### src/rtl/regs_pkg.sv
// Shared widths and requester identifiers for the register-file writeback arbiter.
package regs_pkg;

  localparam int DATA_W = 32;
  localparam int ADDR_W = 5;

  typedef enum logic {
    REQ_ALU = 1'b0,
    REQ_LSU = 1'b1
  } req_idx_e;

endpackage

### src/rtl/regs_wb_arbiter_if.sv
// Writeback requester handshakes and the single register-file write port.
// Handshake: a request transfers on a rising clk edge where valid and ready are both 1;
// a requester holds valid with stable rd/data until it sees ready.
interface regs_wb_arbiter_if #(
  parameter int DATA_W = regs_pkg::DATA_W,
  parameter int ADDR_W = regs_pkg::ADDR_W
);

  logic              alu_valid;
  logic              alu_ready;
  logic [ADDR_W-1:0] alu_rd;
  logic [DATA_W-1:0] alu_data;

  logic              lsu_valid;
  logic              lsu_ready;
  logic [ADDR_W-1:0] lsu_rd;
  logic [DATA_W-1:0] lsu_data;

  logic              wr_en;
  logic [ADDR_W-1:0] wr_addr;
  logic [DATA_W-1:0] wr_data;

  modport master (
    output alu_valid, alu_rd, alu_data,
    output lsu_valid, lsu_rd, lsu_data,
    input  alu_ready, lsu_ready,
    input  wr_en, wr_addr, wr_data
  );

  modport slave (
    input  alu_valid, alu_rd, alu_data,
    input  lsu_valid, lsu_rd, lsu_data,
    output alu_ready, lsu_ready,
    output wr_en, wr_addr, wr_data
  );

endinterface

### src/rtl/rr_arb2.sv
// Two-way round-robin grant; ready is granted only to a valid requester, so ready==handshake.
module rr_arb2
  import regs_pkg::*;
(
  input  logic       clk,
  input  logic       rst,
  input  logic [1:0] valid,
  output logic [1:0] ready
);

  req_idx_e last_grant;

  always_comb begin
    ready = 2'b00;
    if (rst) begin
      unique case (valid)
        2'b01:   ready = 2'b01;
        2'b10:   ready = 2'b10;
        // Tie goes to whichever requester did not win last time.
        2'b11:   ready = (last_grant == REQ_ALU) ? 2'b10 : 2'b01;
        default: ready = 2'b00;
      endcase
    end
  end

  // Reset value makes the ALU win the first tie.
  always_ff @(posedge clk) begin
    if (!rst) begin
      last_grant <= REQ_LSU;
    end else if (ready[REQ_LSU]) begin
      last_grant <= REQ_LSU;
    end else if (ready[REQ_ALU]) begin
      last_grant <= REQ_ALU;
    end
  end

endmodule

### src/rtl/regs_wb_arbiter.sv
// Arbitrates ALU and load writebacks onto one registered register-file write port,
// flags read-after-write hazards and counts contention cycles.
module regs_wb_arbiter #(
  parameter int DATA_W = regs_pkg::DATA_W,
  parameter int ADDR_W = regs_pkg::ADDR_W
) (
  input  logic              clk,
  input  logic              rst,
  regs_wb_arbiter_if.slave  bus,
  input  logic [ADDR_W-1:0] rs1_addr,
  input  logic [ADDR_W-1:0] rs2_addr,
  output logic              hz_rs1,
  output logic              hz_rs2,
  output logic [15:0]       conflict_cnt
);

  logic [1:0] valid;
  logic [1:0] ready;
  logic       hs_alu;
  logic       hs_lsu;

  // Bit positions follow regs_pkg::req_idx_e (ALU=0, LSU=1).
  assign valid = {bus.lsu_valid, bus.alu_valid};

  rr_arb2 u_arb (
    .clk   (clk),
    .rst   (rst),
    .valid (valid),
    .ready (ready)
  );

  assign bus.alu_ready = ready[regs_pkg::REQ_ALU];
  assign bus.lsu_ready = ready[regs_pkg::REQ_LSU];
  assign hs_alu        = bus.alu_valid & bus.alu_ready;
  assign hs_lsu        = bus.lsu_valid & bus.lsu_ready;

  // Writes to x0 are consumed but never reach the register file.
  always_ff @(posedge clk) begin
    if (!rst) begin
      bus.wr_en   <= 1'b0;
      bus.wr_addr <= '0;
      bus.wr_data <= '0;
    end else if (hs_alu) begin
      bus.wr_en   <= (bus.alu_rd != '0);
      bus.wr_addr <= bus.alu_rd;
      bus.wr_data <= bus.alu_data;
    end else if (hs_lsu) begin
      bus.wr_en   <= (bus.lsu_rd != '0);
      bus.wr_addr <= bus.lsu_rd;
      bus.wr_data <= bus.lsu_data;
    end else begin
      bus.wr_en   <= 1'b0;
    end
  end

  function automatic logic hazard(input logic [ADDR_W-1:0] rs);
    logic hit;
    hit = (bus.wr_en && (rs == bus.wr_addr))
       || (bus.alu_valid && (rs == bus.alu_rd))
       || (bus.lsu_valid && (rs == bus.lsu_rd));
    return (rs != '0) && hit;
  endfunction

  assign hz_rs1 = hazard(rs1_addr);
  assign hz_rs2 = hazard(rs2_addr);

  always_ff @(posedge clk) begin
    if (!rst) begin
      conflict_cnt <= 16'd0;
    end else if (bus.alu_valid && bus.lsu_valid && (conflict_cnt != 16'hFFFF)) begin
      conflict_cnt <= conflict_cnt + 16'd1;
    end
  end

endmodule

### src/flat_wrapper.sv
// flat-port wrapper written by rule: the top's interface ports become plain ports
module regs_wb_arbiter_flat 
#(
  parameter int DATA_W = regs_pkg::DATA_W,
  parameter int ADDR_W = regs_pkg::ADDR_W
)
  (clk, rst, rs1_addr, rs2_addr, hz_rs1, hz_rs2, conflict_cnt, bus_alu_valid, bus_alu_rd, bus_alu_data, bus_lsu_valid, bus_lsu_rd, bus_lsu_data, bus_alu_ready, bus_lsu_ready, bus_wr_en, bus_wr_addr, bus_wr_data);
  regs_wb_arbiter_if #(.DATA_W(DATA_W), .ADDR_W(ADDR_W)) bus_i ();
  input  logic clk;
  input  logic rst;
  input  logic [ADDR_W-1:0] rs1_addr;
  input  logic [ADDR_W-1:0] rs2_addr;
  output logic hz_rs1;
  output logic hz_rs2;
  output logic [15:0] conflict_cnt;
  input wire logic [$bits(bus_i.alu_valid)-1:0] bus_alu_valid;
  input wire logic [$bits(bus_i.alu_rd)-1:0] bus_alu_rd;
  input wire logic [$bits(bus_i.alu_data)-1:0] bus_alu_data;
  input wire logic [$bits(bus_i.lsu_valid)-1:0] bus_lsu_valid;
  input wire logic [$bits(bus_i.lsu_rd)-1:0] bus_lsu_rd;
  input wire logic [$bits(bus_i.lsu_data)-1:0] bus_lsu_data;
  output wire logic [$bits(bus_i.alu_ready)-1:0] bus_alu_ready;
  output wire logic [$bits(bus_i.lsu_ready)-1:0] bus_lsu_ready;
  output wire logic [$bits(bus_i.wr_en)-1:0] bus_wr_en;
  output wire logic [$bits(bus_i.wr_addr)-1:0] bus_wr_addr;
  output wire logic [$bits(bus_i.wr_data)-1:0] bus_wr_data;
  assign bus_i.alu_valid = bus_alu_valid;
  assign bus_i.alu_rd = bus_alu_rd;
  assign bus_i.alu_data = bus_alu_data;
  assign bus_i.lsu_valid = bus_lsu_valid;
  assign bus_i.lsu_rd = bus_lsu_rd;
  assign bus_i.lsu_data = bus_lsu_data;
  assign bus_alu_ready = bus_i.alu_ready;
  assign bus_lsu_ready = bus_i.lsu_ready;
  assign bus_wr_en = bus_i.wr_en;
  assign bus_wr_addr = bus_i.wr_addr;
  assign bus_wr_data = bus_i.wr_data;
  regs_wb_arbiter #(.DATA_W(DATA_W), .ADDR_W(ADDR_W)) u_core (.clk(clk), .rst(rst), .bus(bus_i), .rs1_addr(rs1_addr), .rs2_addr(rs2_addr), .hz_rs1(hz_rs1), .hz_rs2(hz_rs2), .conflict_cnt(conflict_cnt));
endmodule
### config.mk
export PLATFORM = sky130hd
export DESIGN_NAME = regs_wb_arbiter_flat
export DESIGN_NICKNAME = d
export VERILOG_FILES = /design/src/rtl/regs_pkg.sv /design/src/rtl/regs_wb_arbiter_if.sv /design/src/rtl/rr_arb2.sv /design/src/rtl/regs_wb_arbiter.sv /design/src/flat_wrapper.sv
export SDC_FILE = /design/constraint.sdc
export NUM_CORES = 1
export LEC_CHECK = 0
export BUFFER_PORTS_ARGS = -buffer_cell sky130_fd_sc_hd__buf_4
export CORE_MARGIN = 2
export CORE_UTILIZATION = 46
export CTS_BUF_LIST = sky130_fd_sc_hd__clkbuf_16
export DETAILED_ROUTE_END_ITERATION = 12
export GPL_TIMING_DRIVEN = 0
export PLACE_DENSITY = 0.83
export SLEW_MARGIN = 20
export SYNTH_ARGS = -nofsm -noshare
export SYNTH_HDL_FRONTEND = slang
export SYNTH_SLANG_ARGS = --single-unit
### constraint.sdc
create_clock -name clk -period 2 [get_ports clk]
set_input_delay 0.5 -clock clk [delete_from_list [all_inputs] [get_ports clk]]
set_output_delay 0.5 -clock clk [all_outputs]
set_load 0.03 [all_outputs]
After elaboration in Yosys (flattened, before gate mapping)
Index checks and enable logic that the tools add are counted.
{ "op_classes": {"n_addsub": 1, "n_reduce_logical": 20, "eq_ne": 10, "muxes": 9, "bitwise_logic": 3} }
{ "ops": {"columns": ["op", "n"], "rows": [
  ["$mux 32", 2],
  ["$eq 5x5->1", 6],
  ["$reduce_bool 5->1", 4],
  ["$add 16x1->16 const B", 1],
  ["$ne 16x16->1 const B", 1],
  ["$logic_and 1x1->1", 10],
  ["$mux 5", 2],
  ["$pmux 2 s3", 1],
  ["$eq 2x2->1 const B", 2],
  ["$logic_or 1x1->1", 4],
  ["$mux 2", 2],
  ["$and 1x1->1", 2],
  ["$eq 2x1->1 const B", 1],
  ["$mux 1", 2],
  ["$reduce_bool 2->1", 1],
  ["$reduce_or 2->1", 1],
  ["$not 1->1", 1]
]} }
{ "word_totals": {"register_bits": 55, "input_bits": 88} }

Longest topological paths before layout
Gate-level depths: netlist of the first run.
{ "depth": {"depth_word": 6, "depth_mapped": 7} }

Cells and area by module
Synthesis of the first run repeated with hierarchy kept, for this count alone.
{ "unflattened": {"hier_cells": 366, "area_unflattened_um2": 2966.6} }
{ "modules_own_cells": {"columns": ["module", "cells_each", "area_each_um2", "n_inst", "seq_area_each_um2"], "rows": [
  ["regs_wb_arbiter", 359, 2914.0, 1, 1081.0],
  ["rr_arb2", 7, 52.6, 1, 20.0]
]} }

Least setup slack after synthesis of the first run
Ideal clock, no wire load.
{ "synth_timing": {"path_type": "input to output", "startpoint": "in bus_alu_valid", "endpoint": "out bus_lsu_ready", "n_path_buf": 3, "setup_slack_ns": -0.056, "required_time_ns": 1.500, "t_arrival_ns": 1.556, "cell_stages": 5, "cell_sequence": "buf_4 > a21oi_1 > buf_4 > buf_4 > and2_1"} }
{ "synth_via": {"elab_chain_len": 3, "elab_cells_between_ends": 5, "classes_between": "eq/ne (3); mux (2)"} }
{ "synth_lines": {"columns": ["element", "line", "text"], "rows": [
  ["start: declaration", "flat_wrapper.sv:16", "input wire logic [$bits(bus_i.alu_valid)-1:0] bus_alu_valid;"],
  ["$eq 2x2->1 or $eq 2x1->1 (tied branches)", "rr_arb2.sv:16", "unique case (valid)"],
  ["$pmux 2 s3 (*)", "rr_arb2.sv:16", null],
  ["$mux 2 (*)", "rr_arb2.sv:15", "if (rst) begin"],
  ["end: declaration", "flat_wrapper.sv:23", "output wire logic [$bits(bus_i.lsu_ready)-1:0] bus_lsu_ready;"]
]} }
Every way passes the cells marked *; elsewhere a longest branch is shown, timed or not.

Worst setup path in the final report of the first run
{ "layout_timing": {"startpoint": "in bus_lsu_rd[2]", "endpoint": "out hz_rs2"} }
{ "layout_via": {"elab_chain_len": 4} }
{ "layout_lines": {"columns": ["element", "line", "text"], "rows": [
  ["start: declaration", "flat_wrapper.sv:20", "input wire logic [$bits(bus_i.lsu_rd)-1:0] bus_lsu_rd;"],
  ["$eq 5x5->1", "regs_wb_arbiter.sv:60", "|| (bus.lsu_valid && (rs == bus.lsu_rd));"],
  ["$logic_and 1x1->1", "regs_wb_arbiter.sv:60", null],
  ["$logic_or 1x1->1", "regs_wb_arbiter.sv:60", null],
  ["$logic_and 1x1->1", "regs_wb_arbiter.sv:61", "return (rs != '0) && hit;"],
  ["end: declaration", "flat_wrapper.sv:14", "output logic hz_rs2;"]
]} }
No other way between the ends.

==> Implementation_results.wiki, run 1 <==
{| class="wikitable"
! Metric !! Value
|-
| Result of the run || finished, violations left
|-
| Violated checks || setup timing
|-
| Sequential standard cell area || around 1100 µm²
|-
| Setup TNS Final || -35.9 ps
|-
| Post-synthesis instance area || around 3000 µm²
|-
| Number of cells on the worst reg-to-reg path || 5
|-
| Die Ht || 84.1 µm
|-
| Final hold vios || 0
|-
| CP Depth || 6
|-
| Kind of start point of the critical path || input port
|-
| GRT Total Usage || 24.6%
|-
| Number of optimization iterations in the first detailed-route pass || 4
|-
| Total wirelength of the detailed-routed design || 9300 µm
|-
| Area share of the largest cell type after synthesis || 37.3%
|-
| Root cell of the clock tree || sky130_fd_sc_hd__clkbuf_16
|-
| Hold WC Path Type || input port to register
|-
| Delay of the slowest cell on the worst path || 300 ps
|-
| Post-route worst setup slack || -35.9 ps
|-
| Ports placed on the boundary || between 100 and 150
|-
| Wire per inst || about 16 µm
|-
| Max capacitance violation total || 0
|-
| Total grt overflow || 0
|-
| Count of nets after finishing || 575
|-
| Path type of the worst setup path || input port to primary output
|-
| Max transition margin || roughly 63%
|-
| Clock Latency Late Sink || just under 300 ps
|-
| Fraction of layout instances using a drive strength above 1 || around two fifths
|-
| Number of buffers and inverters on the critical path || 2
|-
| Max stage delay cell, worst path || sky130_fd_sc_hd__nor4_1
|-
| Finished Core Util || a little under three quarters
|-
| Fmax || just under 500 MHz
|-
| Lkg Pwr || between 1.5 and 2 nW
|-
| Global-route wire length before repair || roughly 14000 µm
|-
| Number of instances in the synthesized netlist || 330
|-
| Number of distinct library cell variants in the gate-level netlist after synthesis || 34
|-
| Multiplexer fraction of the synthesized cell area || 13.2%
|-
| Unrepaired setup endpoints after global routing || true
|-
| Worst vdd ir || around 0.0005 V
|-
| Setup WS pre-CTS || -274 ps
|-
| Count of flip-flops with a built-in enable after synthesis || 0
|-
| Xor and xnor fraction of the mapped netlist area || between 8 and 9%
|-
| Gate family responsible for the most delay along the worst path || simple AND/OR/NAND/NOR gates
|-
| Dominant cell type by area after synthesis || sky130_fd_sc_hd__dfxtp_1
|-
| Worst Path Required || about 1500 ps
|-
| Area of the multi-input gates || about 1800 µm²
|-
| CTS HTree Levels || 2
|-
| Fillers || about 480
|-
| Count of vias placed by the detailed router || 3162
|-
| Number of non-filler instances in the completed layout || 564
|-
| Max clock buf depth || 2
|-
| Post-route antenna net violation count || 0
|-
| Area fraction in and, or, nand and nor cells after synthesis || between 10% and 20%
|-
| Number of cells on the worst hold path || 3
|-
| Hold-fix buffer count after cts || 0
|-
| FF+latch count, synth || 55
|-
| Clock slew at reported path FFs || around 80 ps
|-
| Synthesized-area fraction occupied by ao, oa, aoi and oai cells || between 15 and 20%
|-
| Core region area || 6280 µm²
|-
| Die Wd || 84.1 µm
|-
| Mean post-synth cell area || 8.95 µm²
|-
| Worst Max-Slew Pin Slew || between 500 and 600 ps
|-
| Number of slew-limit violations in the final report || 0
|-
| Sequential-to-total area share from yosys stat || 37.3%
|-
| Effective utilization at floorplan || between 40% and 50%
|-
| Fin crit period || just over 2000 ps
|-
| Clock Sink Count || 55
|-
| Power Dens Cells || 666 nW/µm²
|-
| Main combinational cell family by area after synthesis || simple AND/OR/NAND/NOR gates
|-
| Critical path data arrival time || ~1500 ps
|-
| Antenna cell count || 0
|-
| Setup-violating endpoint count in the final report || 1
|-
| Top area cells in the synthesized netlist || sky130_fd_sc_hd__dfxtp_1, sky130_fd_sc_hd__mux2i_1, sky130_fd_sc_hd__a211oi_1
|-
| Detail-routed via count per cell || approximately 5.6
|-
| Cells traversed along the worst timing path || buf_4, xor2_1, nor4_1, a32oi_1, a21oi_2, buf_6
|-
| Count of input and output buffers || approximately 140
|-
| Critical path fanouts, max || 4
|-
| Cell total after placement || 551
|-
| Setup Skew || between 10 and 15 ps
|-
| Initial antenna violation count || 0
|-
| Area share of fa/ha/maj cells after synthesis || less than 1%
|-
| CP Capture Type || primary output
|-
| Via count of the first global-routing pass || between 3000 and 4000
|-
| Detailed-route DRC error count || 0
|-
| Share of the clock period used by the worst path || 102%
|-
| Row count || 29
|-
| Ys flop type || sky130_fd_sc_hd__dfxtp_1
|-
| Final RePlAce weighted congestion || a little over 0.9
|-
| TritonCTS clock tree || yes
|-
| Initial DRC count || 130
|-
| Area of the die || approximately 7000 µm²
|-
| TritonCTS buffer count || 5
|-
| Share of synthesized registers carrying an async set or reset || 0%
|-
| Number of synthesis warnings || 0
|-
| Largest net degree at the start of global routing || 20
|-
| Area growth from synthesis to layout || 51.8%
|-
| Number of nets in the synthesized netlist || between 400 and 500
|-
| Estimated wirelength of the detail-placed design || between 6000 and 7000 µm
|}
## worst reg2reg max path, cell delays in order, from the launching register on
cell and delay, ps:
sky130_fd_sc_hd__dfxtp_1 400, sky130_fd_sc_hd__ha_2 260, sky130_fd_sc_hd__nand4_4 200, sky130_fd_sc_hd__or4_1 580, sky130_fd_sc_hd__or3_1 330, sky130_fd_sc_hd__a21oi_1 140
## routing by layer
layer  global-route usage [%]  wire length [µm]  vias to the layer above
met5                        0                 0                        -
li1                         -                 -                     1525
met3                     6.03               642                       11
met1                     29.5              3890                     1505
met4                     7.62               104                        0
met2                     43.4              4660                      121
## through the flow
stage	hold slack, ps	total power, mW	area (µm²)
final	494	2.99	4480
after global routing	505	3.09	4480
after CTS	493	2.96	4340
after detailed placement	504	1.96	4140
after global placement	491	1.95	4140
after floorplan	495	1.62	2960
## placed cells by master (no fill, tap or decap), drive strengths merged, types with 9 or more instances in the layout
master and instances:
nand2 13, nor2 40, a21oi 13, dfxtp 55
o21ai 9, nor4 12, clkbuf 13, xor2 25
mux2i 39, buf 162, a211oi 37, or4 10
## Yosys cell counts, types with 3 or more instances
cell                       count
sky130_fd_sc_hd__nor4_1       11
sky130_fd_sc_hd__clkbuf_1      8
sky130_fd_sc_hd__o21ai_0       9
sky130_fd_sc_hd__xor2_1       25
sky130_fd_sc_hd__xnor2_1       5
sky130_fd_sc_hd__inv_1         7
sky130_fd_sc_hd__nand3_1       8
sky130_fd_sc_hd__nand2b_1      3
sky130_fd_sc_hd__o31ai_1       6
sky130_fd_sc_hd__buf_4         4
sky130_fd_sc_hd__dfxtp_1      55
sky130_fd_sc_hd__nand2_1      13
sky130_fd_sc_hd__nor2_1       40
sky130_fd_sc_hd__or4_1        10
sky130_fd_sc_hd__and2_1        3
sky130_fd_sc_hd__mux2i_1      39
sky130_fd_sc_hd__buf_1         3
sky130_fd_sc_hd__a211oi_1     37
sky130_fd_sc_hd__a21oi_1      13
sky130_fd_sc_hd__or3_1         5
sky130_fd_sc_hd__buf_2         6
sky130_fd_sc_hd__o211ai_1      3
## sequential cells by signal, summed over array words and instances, names as in the netlist
register                 cells
u_core.u_arb.last_grant      1
u_core.conflict_cnt         16
u_core.bus.wr_addr           5
u_core.bus.wr_data          32
u_core.bus.wr_en             1
## worst paths after layout
path         slack (ps)              startpoint                 endpoint
max                 -40           bus_lsu_rd[2]                   hz_rs2
min reg2reg         510  u_core.conflict_cnt[0]   u_core.conflict_cnt[0]
max reg2reg          30  u_core.conflict_cnt[1]  u_core.conflict_cnt[14]
min                 490        bus_alu_data[14]   u_core.bus.wr_data[14]
## final cells by class
cell class                      count  area share [%]
Clock buffer                        5            2.79
Multi-Input combinational cell    247            40.1
Sequential cell                    55            24.8
Buffer                             20            2.48
Tap cell                           77            2.15
Clock inverter                      3            1.03
Timing Repair Buffer              150            26.0
Inverter                            7           0.586
## repair_timing
action                                  in CTS  in global routing
endpoints found under the setup margin       3                 16
pin swaps                                    7                 13
buffers inserted                             0                  6
gates resized for setup                     13                 23
## logic make-up (layout without fill, tap and decap cells)
| family | count (synthesis) | in the layout |
|---|---|---|
| simple gates | 102 | 102 |
| compound gates | 75 | 75 |
| flops | 55 | 55 |
| mux | 39 | 39 |
| xor+xnor | 30 | 30 |
| buf+inv | 28 | 185 |
| fa+ha+maj | 1 | 1 |
## report_power, final
group          internal (mW)  total, mW  switching, mW
clock                  0.596       1.01          0.410
sequential              1.17       1.22         0.0560
combinational          0.355      0.757          0.402
No activity file was read; power rests on OpenSTA's default activity.
==> run 2, diff against run 1 <==
ABC_AREA = 1   (was default)
CORE_UTILIZATION = 48   (was 46)
CTS_BUF_LIST = sky130_fd_sc_hd__clkbuf_8 sky130_fd_sc_hd__clkbuf_16   (was sky130_fd_sc_hd__clkbuf_16)
PLACE_DENSITY = 0.84   (was 0.83)
==> run 2 against run 1 <==
The flow now finishes without violations. Power is 13% lower. Clock skew barely moved. Sequential power hardly changed. Clock power decreased by 33%. Cell area up 4.0%. Critical path depth grew 3. Die area up 7.3%. Utilization fell by 2.4 points. Flip-flop and latch count is the same. Synthesized cell count increased by 65%. Via count increased by 27%.
==> Implementation_results.wiki, run 2 <==
{| class="wikitable"
! Metric !! Value
|-
| Fmax || roughly 520 MHz
|-
| Fraction of layout instances using a drive strength above 1 || about 28%
|-
| Max capacitance violation total || 0
|-
| Count of vias placed by the detailed router || around 4000
|-
| Hold WC Path Type || input port to register
|-
| Cell Area, Placed || ~4500 µm²
|-
| Finished Core Util || around 69%
|-
| Effective utilization at floorplan || approximately half
|-
| Post-route antenna net violation count || 0
|-
| Worst r2r src || u_core.conflict_cnt[1]
|-
| Fillers || 623
|-
| Number of slew-limit violations in the final report || 0
|-
| Initial DRC count || around 250
|-
| Critical path data arrival time || around 1400 ps
|-
| Area share of the largest cell type after synthesis || approximately a third
|-
| Share of synthesized registers carrying an async set or reset || 0%
|-
| Most common cell after layout, fill and taps aside || sky130_fd_sc_hd__nand2_1
|-
| Estimated wirelength of the detail-placed design || 7960 µm
|-
| Global-route wire length before repair || 16700 µm
|-
| Share of the clock period used by the worst path || between 90% and 100%
|-
| Ports placed on the boundary || around 150
|-
| Count of flip-flops with a built-in enable after synthesis || 0
|-
| Area of the multi-input gates || about 1700 µm²
|-
| TritonCTS buffer count || 5
|-
| Top area cells in the synthesized netlist || sky130_fd_sc_hd__dfxtp_1, sky130_fd_sc_hd__nand2_1, sky130_fd_sc_hd__inv_1
|-
| Number of optimization iterations in the first detailed-route pass || 7
|-
| Row count || 30
|-
| Die Wd || between 80 and 90 µm
|-
| Kind of start point of the critical path || input port
|-
| Count of nets after finishing || 787
|-
| Cell total after placement || around 770
|-
| Ys flop type || sky130_fd_sc_hd__dfxtp_1
|-
| Setup-violating endpoint count in the final report || 0
|-
| Power Dens Cells || ~560 nW/µm²
|-
| Overall power after layout || about 2.6 mW
|-
| Number of synthesis warnings || 0
|-
| Core region area || 6760 µm²
|-
| Fin crit period || 1930 ps
|-
| Largest net degree at the start of global routing || 19
|-
| Final hold vios || 0
|-
| Clock Sink Count || 55
|-
| Beginning of the critical path || bus_lsu_rd[2]
|-
| Area growth from synthesis to layout || 40.6%
|-
| Registers with the most flip-flops || u_core.bus.wr_data (32), u_core.conflict_cnt (16), u_core.bus.wr_addr (5)
|-
| Register name with the most flops || u_core.bus.wr_data
|-
| Max clock buf depth || 2
|-
| Most common library cells after synthesis || sky130_fd_sc_hd__nand2_1, sky130_fd_sc_hd__inv_1, sky130_fd_sc_hd__dfxtp_1
|-
| Via count of the first global-routing pass || between 3000 and 4000
|-
| Count of input and output buffers || 144
|-
| GRT Total Usage || a little over a quarter
|-
| Detailed-route DRC error count || 0
|-
| Area of the die || around 7600 µm²
|-
| Die Ht || 87.1 µm
|-
| Highest-count cells in the layout ignoring fill and taps || sky130_fd_sc_hd__nand2_1, sky130_fd_sc_hd__buf_4, sky130_fd_sc_hd__inv_1
|-
| Total grt overflow || 0
|-
| Result of the run || complete, no violations
|-
| Initial antenna violation count || 0
|-
| Sequential-to-total area share from yosys stat || between 30% and 40%
|-
| Worst Path Required || roughly 1500 ps
|-
| Unrepaired setup endpoints after global routing || false
|-
| Mean post-synth cell area || ~6.1 µm²
|-
| Root cell of the clock tree || sky130_fd_sc_hd__clkbuf_8
|-
| Critical path fanouts, max || 4
|-
| CP Capture Type || primary output
|-
| Post-synthesis instance area || 3320 µm²
|-
| Number of instances in the synthesized netlist || 544
|-
| Setup Skew || about 13 ps
|-
| Path type of the worst setup path || input port to primary output
|-
| Number of non-filler instances in the completed layout || between 700 and 800
|-
| Worst Max-Slew Pin Slew || approximately 700 ps
|-
| Max transition margin || 52.4%
|-
| Number of distinct library cell variants in the gate-level netlist after synthesis || 28
|-
| Clock slew at reported path FFs || 90 ps
|-
| CTS HTree Levels || 2
|-
| Dominant cell type by area after synthesis || sky130_fd_sc_hd__dfxtp_1
|-
| Total wirelength of the detailed-routed design || between 10000 and 15000 µm
|-
| TritonCTS clock tree || yes
|-
| Clock Latency Late Sink || just over 300 ps
|-
| Wire per inst || roughly 13 µm
|-
| Number of nets in the synthesized netlist || 633
|-
| Max reg flops || 32
|-
| Worst hold start || bus_alu_rd[0]
|-
| Lkg Pwr || 2.41 nW
|-
| Sequential standard cell area || between 1000 and 1500 µm²
|-
| Leading cell type by number of instances after synthesis || sky130_fd_sc_hd__nand2_1
|-
| Worst vdd ir || around 0.00043 V
|-
| Final RePlAce weighted congestion || 0.966
|-
| Antenna cell count || 0
|-
| Final design area excluding fillers || between 4000 and 5000 µm²
|-
| Detail-routed via count per cell || roughly 5
|-
| FF+latch count, synth || 55
|-
| Final hold slack || 477 ps
|}
## run 2: through the flow
| stage | setup WS (ps) | setup TNS [ps] |
|---|---|---|
| detailed placement | -27.9 | -35.1 |
| CTS | 0.927 | 0 |
| finish | 71.7 | 0 |
| floorplan | 259 | 0 |
| global route | 2.30 | 0 |
| global placement | -20.6 | -20.6 |
## run 2: final cells by class
class / instances / area share [%]
repair buffers: 147 / 23.7
well taps: 80 / 2.15
flip-flops and latches: 55 / 23.9
clock inverters: 2 / 0.429
inverters: 112 / 9.04
multi-input cells: 359 / 36.9
clock buffers: 6 / 1.77
plain buffers: 18 / 2.09
## run 2: logic make-up after synthesis
family / after synthesis / share of synthesized area, %
xor gates and xnor gates: 7 / 1.85
DFF: 55 / 33.2
AOI/OAI and AO/OA: 78 / 16.0
adders and majority gates: 1 / 0.377
and+or+nand+nor: 273 / 33.0
buffers and inverters: 130 / 15.6
## run 2: worst paths after layout
check                            endpoint  slack, ps  cells past startpoint
setup / recovery                   hz_rs1         70                      9
hold / removal           u_core.bus.wr_en        480                      3
setup reg to reg  u_core.conflict_cnt[15]        260                      9
hold reg to reg   u_core.u_arb.last_grant        520                      2
## run 2: where the power goes
part	internal, mW	switching, mW
combinational	0.306	0.406
sequential	1.15	0.0415
clock	0.293	0.389
total	1.75	0.836
## run 2: what timing repair did
| action | 4_1_cts | 5_1_grt |
|---|---|---|
| pin swaps | 0 | 0 |
| endpoints found under the setup margin | 4 | 4 |
| hold buffers | 0 | 0 |
| setup buffers | 0 | 3 |
| gates resized for setup | 4 | 16 |
## run 2: per-layer routing
metal	vias up	wire length (µm)	global-route usage [%]
met5	-	0	0
met4	0	120	5.87
met3	16	888	7.58
met2	171	5030	46.6
met1	1835	4150	33.1
li1	1988	-	-
## run 2: worst max-delay path, stage by stage
cell and delay (ps):
sky130_fd_sc_hd__buf_4 130, sky130_fd_sc_hd__inv_1 120, sky130_fd_sc_hd__nor2_1 60, sky130_fd_sc_hd__nor3_1 180, sky130_fd_sc_hd__nand3_1 110, sky130_fd_sc_hd__nand3_1 90, sky130_fd_sc_hd__nand2_1 50, sky130_fd_sc_hd__inv_1 50
sky130_fd_sc_hd__buf_4 150
==> run 3, diff against run 2 <==
SKIP_LAST_GASP = 1   (was default)
clock period = 1.9 ns   (was 2 ns; I/O delays follow)
==> run 3 against run 2 <==
Via count up 0.40%. Combinational power up 6.5%. Critical path type is now register to primary output. Flip-flop and latch count unchanged. Largest power group unchanged. Largest cell class unchanged.
==> Implementation_results.wiki, run 3 (synthesis gave the netlist of run 2 again) <==
{| class="wikitable"
! Metric !! Value
|-
| Antenna cell count || 0
|-
| Number of slew-limit violations in the final report || 0
|-
| Clock Latency Late Sink || about 310 ps
|-
| Total wirelength of the detailed-routed design || between 10000 and 15000 µm
|-
| Power Dens Cells || slightly below 600 nW/µm²
|-
| Max clock buf depth || 2
|-
| Register name with the most flops || u_core.bus.wr_data
|-
| Share of the clock period used by the worst path || a little over nine tenths
|-
| Setup Skew || between 10 and 15 ps
|-
| Count of input and output buffers || about 140
|-
| Effective utilization at floorplan || between 40 and 50%
|-
| Critical path fanouts, max || 4
|-
| GRT Total Usage || a little over a quarter
|-
| Fin crit period || ~1900 ps
|-
| Setup-violating endpoint count in the final report || 0
|-
| Largest net degree at the start of global routing || 19
|-
| Result of the run || complete, no violations
|-
| Max stage delay cell, worst path || sky130_fd_sc_hd__dfxtp_2
|-
| TritonCTS clock tree || yes
|-
| Via count of the first global-routing pass || 3911
|-
| Detailed-route DRC error count || 0
|-
| Finished Core Util || a little over two thirds
|-
| Critical path data arrival time || about 1400 ps
|-
| Die Ht || 87.1 µm
|-
| Initial DRC count || between 200 and 300
|-
| Max capacitance violation total || 0
|-
| Registers with the most flip-flops || u_core.bus.wr_data (32), u_core.conflict_cnt (16), u_core.bus.wr_addr (5)
|-
| Die Wd || a little under 90 µm
|-
| Count of vias placed by the detailed router || just over 4000
|-
| Final hold vios || 0
|-
| Max transition margin || between 50% and 60%
|-
| Delay of the slowest cell on the worst path || 350 ps
|-
| Wire per inst || around 13 µm
|-
| Lkg Pwr || between 2 and 2.5 nW
|-
| Global-route wire length before repair || roughly 17000 µm
|-
| CTS HTree Levels || 2
|-
| Count of nets after finishing || 790
|-
| Fmax || 534 MHz
|-
| Most common cell after layout, fill and taps aside || sky130_fd_sc_hd__nand2_1
|-
| Core region area || slightly below 7000 µm²
|-
| Estimated wirelength of the detail-placed design || ~8000 µm
|-
| Initial antenna violation count || 0
|-
| Fraction of layout instances using a drive strength above 1 || between 20 and 30%
|-
| Worst Path Required || between 1000 and 1500 ps
|-
| Kind of start point of the critical path || register
|-
| Clock slew at reported path FFs || roughly 90 ps
|-
| Unrepaired setup endpoints after global routing || true
|-
| Hold WC Path Type || input port to register
|-
| Clock Sink Count || 55
|-
| Ports placed on the boundary || roughly 150
|-
| Post-route antenna net violation count || 0
|-
| Root cell of the clock tree || sky130_fd_sc_hd__clkbuf_8
|-
| CP Capture Type || primary output
|-
| Total grt overflow || 0
|-
| Final RePlAce weighted congestion || ~0.97
|-
| Number of optimization iterations in the first detailed-route pass || 5
|-
| Area of the die || roughly 7600 µm²
|-
| TritonCTS buffer count || 5
|-
| Area growth from synthesis to layout || 41.4%
|-
| Detail-routed via count per cell || slightly above 5
|-
| Setup TNS Final || 0 ps
|-
| Row count || 30
|-
| Worst vdd ir || between 0.0004 and 0.0005 V
|-
| Highest-count cells in the layout ignoring fill and taps || sky130_fd_sc_hd__nand2_1, sky130_fd_sc_hd__buf_4, sky130_fd_sc_hd__inv_1
|-
| Worst Max-Slew Pin Slew || 729 ps
|-
| Cells traversed along the worst timing path || inv_1, nand2_1, a21oi_1, nand3_1, nand3_1, nand2_1, inv_1, buf_6
|-
| Path type of the worst setup path || register to primary output
|-
| Max reg flops || 32
|}
==> run 3: changes by cell type in the layout (fill, tap and decap cells not counted) <==
cell	before	now
sky130_fd_sc_hd__a21oi_1	9	8
sky130_fd_sc_hd__a21oi_2	9	10
sky130_fd_sc_hd__buf_4	149	152
sky130_fd_sc_hd__inv_1	104	101
sky130_fd_sc_hd__inv_2	7	10
==> run 3: critical path: cells and delay by family (launching register included) <==
family                 cells  cell delay, ps
AO/OA/AOI/OAI              1             160
AND/OR/NAND/NOR            4             310
buffers and inverters      3             280
flip-flops                 1             350
==> run 3: cell type report <==
| type | instances | area [µm²] |
|---|---|---|
| plain buffers | 18 | 97.6 |
| clock buffers | 6 | 82.6 |
| clock inverters | 2 | 20.0 |
| fillers | 619 | 2070 |
| inverters | 112 | 422 |
| multi-input cells | 359 | 1730 |
| flip-flops and latches | 55 | 1110 |
| well taps | 80 | 100 |
| repair buffers | 150 | 1130 |
==> run 3: report_power, final <==
group	total [mW]	switching (mW)	leakage (nW)	internal [mW]
registers	1.26	0.0444	0.452	1.21
logic	0.758	0.430	1.92	0.327
clock network	0.720	0.412	0.0533	0.308
total	2.74	0.887	2.42	1.85
==> run 3: routing by layer <==
layer	up-vias	track usage, %	part of all wire (%)
met2	171	47.5	50
li1	1990	-	-
met3	16	7.30	9.0
met1	1849	32.9	40
met5	-	0	0
met4	0	5.87	1.3
==> run 3: repair_timing <==
action	in CTS	in global routing
cloned	0	0
setup endpoints to repair	4	4
pin swaps	1	2
buffers inserted	1	5
gates resized for setup	10	14
hold buffers	0	0
==> run 3: through the flow <==
stage | cells | power [mW] | cell area (µm²) | setup WS, ps | hold WS [ps]
after floorplan | 544 | 1.67 | 3320 | 184 | 463
after global placement | 768 | 2.00 | 4500 | -70.6 | 478
after detailed placement | 768 | 2.01 | 4500 | -77.9 | 493
after CTS | 777 | 2.73 | 4630 | -41.3 | 449
after global routing | 782 | 2.87 | 4690 | -64.6 | 461
final | 782 | 2.74 | 4690 | 27.3 | 455
==> run 3: path summary, 6_finish.rpt <==
| check | startpoint | endpoint | slack, ps | cells past startpoint |
|---|---|---|---|---|
| hold / removal | bus_alu_rd[0] | u_core.bus.wr_en | 450 | 3 |
| setup reg to reg | u_core.conflict_cnt[1] | u_core.conflict_cnt[15] | 170 | 9 |
| setup / recovery | u_core.bus.wr_addr[3] | hz_rs2 | 30 | 8 |
| hold reg to reg | u_core.u_arb.last_grant | u_core.u_arb.last_grant | 520 | 2 |
